$ cat src/rtl/mac_sequencer_pkg.sv
// rtl/mac_sequencer_pkg.sv - shared types and constants for the MAC sequencer
package mac_sequencer_pkg;

  localparam int DEF_REG_DATA_WIDTH = 16;
  localparam int DEF_ADDR_WIDTH     = 4;
  localparam int DEF_LEN_WIDTH      = 8;

  localparam logic FUNCT_LOAD = 1'b1;
  localparam logic FUNCT_MAC  = 1'b0;

  typedef enum logic [1:0] {
    ST_IDLE = 2'd0,
    ST_BIAS = 2'd1,
    ST_MAC  = 2'd2
  } state_e;

endpackage

$ cat src/rtl/mac_addr_gen.sv
// rtl/mac_addr_gen.sv - wrapping operand pointers and term down-counter
import mac_sequencer_pkg::*;

module mac_addr_gen #(
  parameter int ADDR_WIDTH = DEF_ADDR_WIDTH,
  parameter int LEN_WIDTH  = DEF_LEN_WIDTH
) (
  input  logic                  clk_i,
  input  logic                  rst_i,
  input  logic                  load_i,
  input  logic                  step_i,
  input  logic [ADDR_WIDTH-1:0] base_a_i,
  input  logic [ADDR_WIDTH-1:0] base_b_i,
  input  logic [LEN_WIDTH-1:0]  len_i,
  output logic [ADDR_WIDTH-1:0] pa_o,
  output logic [ADDR_WIDTH-1:0] pb_o,
  output logic                  last_o
);

  logic [ADDR_WIDTH-1:0] pa_q, pa_d;
  logic [ADDR_WIDTH-1:0] pb_q, pb_d;
  logic [LEN_WIDTH-1:0]  cnt_q, cnt_d;

  always_comb begin
    pa_d  = pa_q;
    pb_d  = pb_q;
    cnt_d = cnt_q;
    if (load_i) begin
      pa_d  = base_a_i;
      pb_d  = base_b_i;
      cnt_d = len_i;
    end else if (step_i) begin
      // Pointers roll over naturally at the address width.
      pa_d  = pa_q + ADDR_WIDTH'(1);
      pb_d  = pb_q + ADDR_WIDTH'(1);
      cnt_d = cnt_q - LEN_WIDTH'(1);
    end
  end

  always_ff @(posedge clk_i or posedge rst_i) begin
    if (rst_i) begin
      pa_q  <= '0;
      pb_q  <= '0;
      cnt_q <= '0;
    end else begin
      pa_q  <= pa_d;
      pb_q  <= pb_d;
      cnt_q <= cnt_d;
    end
  end

  assign pa_o   = pa_q;
  assign pb_o   = pb_q;
  assign last_o = (cnt_q == LEN_WIDTH'(1));

endmodule

$ cat src/rtl/mac_sequencer.sv
// rtl/mac_sequencer.sv - sequences one bias-seeded dot product on the shared ALU
import mac_sequencer_pkg::*;

module mac_sequencer #(
  parameter int REG_DATA_WIDTH = DEF_REG_DATA_WIDTH,
  parameter int ADDR_WIDTH     = DEF_ADDR_WIDTH,
  parameter int LEN_WIDTH      = DEF_LEN_WIDTH
) (
  input  logic                  clk_i,
  input  logic                  rst_i,
  input  logic                  start_i,
  input  logic [ADDR_WIDTH-1:0] base_a_i,
  input  logic [ADDR_WIDTH-1:0] base_b_i,
  input  logic [ADDR_WIDTH-1:0] bias_addr_i,
  input  logic [ADDR_WIDTH-1:0] dst_addr_i,
  input  logic [LEN_WIDTH-1:0]  len_i,
  output logic                  busy_o,
  output logic                  done_o,
  output logic [ADDR_WIDTH-1:0] rs1_addr_o,
  output logic [ADDR_WIDTH-1:0] rs2_addr_o,
  output logic                  funct_o,
  output logic                  mac_en_o,
  output logic                  wr_en_o,
  output logic [ADDR_WIDTH-1:0] wr_addr_o
);

  state_e                state_q, state_d;
  logic [ADDR_WIDTH-1:0] bias_q, bias_d;
  logic [ADDR_WIDTH-1:0] dst_q, dst_d;
  logic                  len_zero_q, len_zero_d;
  logic                  done_q, done_d;

  logic                  accept;
  logic [ADDR_WIDTH-1:0] pa, pb;
  logic                  last;

  // The data path width never changes control behaviour; it only has to be sane.
  a_data_width: assert property (@(posedge clk_i) REG_DATA_WIDTH >= 2);

  assign accept = (state_q == ST_IDLE) && start_i;

  mac_addr_gen #(
    .ADDR_WIDTH (ADDR_WIDTH),
    .LEN_WIDTH  (LEN_WIDTH)
  ) u_addr_gen (
    .clk_i    (clk_i),
    .rst_i    (rst_i),
    .load_i   (accept),
    .step_i   (state_q == ST_MAC),
    .base_a_i (base_a_i),
    .base_b_i (base_b_i),
    .len_i    (len_i),
    .pa_o     (pa),
    .pb_o     (pb),
    .last_o   (last)
  );

  always_comb begin
    state_d    = state_q;
    bias_d     = bias_q;
    dst_d      = dst_q;
    len_zero_d = len_zero_q;
    done_d     = 1'b0;
    busy_o     = 1'b0;
    rs1_addr_o = '0;
    rs2_addr_o = '0;
    funct_o    = FUNCT_MAC;
    mac_en_o   = 1'b0;
    wr_en_o    = 1'b0;
    wr_addr_o  = '0;
    unique case (state_q)
      ST_IDLE: begin
        if (start_i) begin
          bias_d     = bias_addr_i;
          dst_d      = dst_addr_i;
          len_zero_d = (len_i == '0);
          state_d    = ST_BIAS;
        end
      end
      ST_BIAS: begin
        busy_o     = 1'b1;
        rs1_addr_o = bias_q;
        funct_o    = FUNCT_LOAD;
        mac_en_o   = 1'b1;
        // With no terms the loaded bias is already the result on rd.
        if (len_zero_q) begin
          wr_en_o   = 1'b1;
          wr_addr_o = dst_q;
          done_d    = 1'b1;
          state_d   = ST_IDLE;
        end else begin
          state_d   = ST_MAC;
        end
      end
      ST_MAC: begin
        busy_o     = 1'b1;
        rs1_addr_o = pa;
        rs2_addr_o = pb;
        funct_o    = FUNCT_MAC;
        mac_en_o   = 1'b1;
        if (last) begin
          wr_en_o   = 1'b1;
          wr_addr_o = dst_q;
          done_d    = 1'b1;
          state_d   = ST_IDLE;
        end
      end
      default: begin
        state_d = ST_IDLE;
      end
    endcase
  end

  always_ff @(posedge clk_i or posedge rst_i) begin
    if (rst_i) begin
      state_q    <= ST_IDLE;
      bias_q     <= '0;
      dst_q      <= '0;
      len_zero_q <= 1'b0;
      done_q     <= 1'b0;
    end else begin
      state_q    <= state_d;
      bias_q     <= bias_d;
      dst_q      <= dst_d;
      len_zero_q <= len_zero_d;
      done_q     <= done_d;
    end
  end

  assign done_o = done_q;

endmodule
$ cat config.mk
export PLATFORM = sky130hd
export DESIGN_NAME = mac_sequencer
export DESIGN_NICKNAME = d
export VERILOG_FILES = /design/src/rtl/mac_sequencer_pkg.sv /design/src/rtl/mac_addr_gen.sv /design/src/rtl/mac_sequencer.sv
export SDC_FILE = /design/constraint.sdc
export NUM_CORES = 1
export LEC_CHECK = 0
export ABC_CLOCK_PERIOD_IN_PS = 2200
export CORE_UTILIZATION = 43
export CTS_CLUSTER_DIAMETER = 50
export DETAILED_ROUTE_END_ITERATION = 7
export PLACE_DENSITY = 0.88
export SLEW_MARGIN = 30
export SYNTH_ARGS = -nofsm -noshare
export SYNTH_HDL_FRONTEND = slang
export SYNTH_SLANG_ARGS = --single-unit
export TNS_END_PERCENT = 10
$ cat constraint.sdc
create_clock -name clk_i -period 2.2 [get_ports clk_i]
set_clock_uncertainty 0.05 [all_clocks]
set_input_delay 0.55 -clock clk_i [delete_from_list [all_inputs] [get_ports clk_i]]
set_output_delay 0.55 -clock clk_i [all_outputs]
set_load 0.005 [all_outputs]
==> out/results.tsv <==
metric	value	unit
status	finished, violations left	
violations	negative setup slack	
gp_congestion	0.815	
avgSynthCellArea	10.2	um2
wire_per_inst	12.9	um
setup_viol	12	
reg2reg_depth	6	
post-dp-hpwl	2330	um
report.final.hold_viol_count	0	
fmax	0.375	GHz
p_per_area	408	nW/um2
fin_nets	248	
period_needed	2.66	ns
ys_warn_count	0	
routed_wirelength	3330	um
drt_iter0_markers	58	
via_per_inst	5.08	
hold_start	dst_q[3]$_DFFE_PP0P_	
synth_seq_area_share	45.1	%
use_met3	5.38	%
peakVddDrop	0.308	mV
clk_root_buffer_cell	clkbuf_4	
leakage	1.04	nW
crit_start	u_addr_gen.cnt_q[1]$_DFFE_PP0P_	
die_h	62.1	um
startpoint_type	flip-flop	
cts.sinks	28	
slew_headroom	66.6	%
vias	1310	
antenna_found_initial	0	
synth_area	1550	um2
io_pins	44	
r2r_end	u_addr_gen.cnt_q[7]$_DFFE_PP0P_	
core	3390	um2
power	0.913	mW
critPathKind	reg2out	
whs	0.473	ns
grt_max_degree	33	
syn_nets	187	
placementRows	21	
hold_path_depth	1	
hold_end	dst_q[3]$_DFFE_PP0P_	
critPathCaptureType	output port	
path_clk_slew	0.15	ns
use_met2	31.3	%
clockBufferDepth	2	
synth-seq-cells	28	
grt.busiest_layer	met2	
use_met1	25.6	%
fin_ws	-0.464	ns
critPathMaxFanout	4	
area.growth.synth_to_final	44.2	%
dieArea	3860	um2
grt_pass1_wl	5360	um
layout_commonest_cell	clkdlybuf4s50_1	
track_usage	19.2	%
drive_above_1_share	24.1	%
min_path_type	reg2reg	
initial_core_util	45.8	%
antenna_cells	0	
cts_tree	built	
dr.pass1.iters	5	
grt.overflow.total	0	
rrSetupSlack	0.05	ns
layout_common_cells	clkdlybuf4s50_1 (34), dfrtp_1 (28), buf_4 (16)	
fin_crit_sh	121	%
ant_nets	0	
grt_pass1_vias	1196	
numPortBuffers	43	
crit_arrival	2.06	ns
cts_buffers	3	
syn_inst	152	
worstMarginPinSlew	0.501	ns
r2r-start	state_q[0]$_DFFE_PP0P_	
htree_levels	1	
slew_viol_final	0	
grt_setup_unrepaired	true	
drc_errors	0	
worstSkewPairLatency	0.33	ns
crit_required	1.60	ns
dieWidth	62.1	um
max_cap_violations	0	
synthDistinctLibCells	35	
-- sequential cells by signal (all words and copies together) (netlist names) --
name	cells
u_addr_gen.cnt_q	8
bias_q	4
state_q	2
done_o	1
u_addr_gen.pb_o	4
dst_q	4
u_addr_gen.pa_o	4
len_zero_q	1
-- critical path, cell delays in order, from the launching register on --
cell     delay, ns
dfrtp_1       0.41
inv_1         0.07
ha_2          0.16
or3b_4        0.37
o31a_1        0.29
buf_6         0.13
and3b_1       0.19
buf_2         0.10
-- cell usage after synthesis --
library cell / number / area share [%]
dfrtp_1: 28 / 45
nor2_1: 15 / 3.6
a21oi_1: 12 / 3.9
mux2_2: 10 / 7.3
ha_1: 8 / 6.4
nand2_1: 8 / 1.9
inv_1: 7 / 1.7
and2_1: 5 / 2.0
nor2b_1: 5 / 2.0
xor2_1: 5 / 2.8
a22oi_1: 4 / 1.9
and3b_1: 4 / 2.3
or4_1: 4 / 1.9
xnor2_1: 4 / 2.3
a31oi_1: 3 / 1.2
mux2i_1: 3 / 1.9
buf_1: 2 / 0.48
buf_2: 2 / 0.64
clkbuf_1: 2 / 0.48
nand3_1: 2 / 0.64
nand4_1: 2 / 0.81
nor4_1: 2 / 0.81
o31ai_1: 2 / 0.97
or3_1: 2 / 0.81
a221oi_2: 1 / 0.97
buf_4: 1 / 0.48
nand2b_1: 1 / 0.40
nor4b_1: 1 / 0.56
o211ai_1: 1 / 0.48
o21ai_0: 1 / 0.32
o31a_1: 1 / 0.56
o41a_1: 1 / 0.73
or2_2: 1 / 0.40
or3b_1: 1 / 0.56
or3b_2: 1 / 0.56
-- where the power goes --
part           total, mW  switching [mW]  internal [mW]
combinational     0.0609          0.0188         0.0421
clock              0.337           0.153          0.185
sequential         0.515               0          0.515
total              0.913           0.171          0.741
-- how the worst max path moves through the flow --
stage / end / slack (ns) / depth (start not counted)
6_report: wr_addr_o[3] / -0.46 / 7
5_1_grt: wr_addr_o[2] / -0.55 / 7
4_1_cts: wr_addr_o[3] / -0.52 / 7
3_5_place_dp: wr_addr_o[3] / -0.45 / 6
3_3_place_gp: wr_addr_o[3] / -0.41 / 6
2_1_floorplan: wr_addr_o[0] / 0.08 / 5
-- metrics by stage --
stage / area, um2 / util [%] / setup slack, ns / setup TNS, ns / std cells
finish: 2240 / 66.1 / -0.464 / -4.23 / 258
detailed placement: 2140 / 63.2 / -0.446 / -2.29 / 252
global placement: 2140 / 63.2 / -0.409 / -2.05 / 252
floorplan: 1550 / - / 0.0750 / 0 / 152
CTS: 2200 / 65.0 / -0.522 / -5.73 / 258
global route: 2240 / 66.1 / -0.552 / -5.35 / 258
-- logic make-up after synthesis --
group / share of synthesized area [%]
muxes: 9.19
AOI/OAI and AO/OA: 11.0
buffers and inverters: 3.79
DFF: 45.1
and+or+nand+nor: 19.3
adders and majority gates: 6.45
xor gates and xnor gates: 5.08
-- final cells by class --
cell class | instances | area (um2)
Sequential cell | 28 | 701
Tap cell | 46 | 57.6
Multi-Input combinational cell | 110 | 827
Fill cell | 273 | 1150
Clock inverter | 1 | 30.0
Timing Repair Buffer | 63 | 576
Clock buffer | 3 | 22.5
Inverter | 7 | 26.3
-- repair_timing --
item                                    in CTS  in global routing
endpoints found under the setup margin      16                 16
pin swaps                                    1                  2
hold buffers                                 0                  0
gates resized for setup                     28                 14
buffers inserted                             2                  0
-- routing by layer --
metal	part of all wire, %	wire length (um)
met5	0	0
met4	0.90	30
met3	3.5	118
met1	45	1510
met2	50	1670
(Power assumes the default switching activity.)
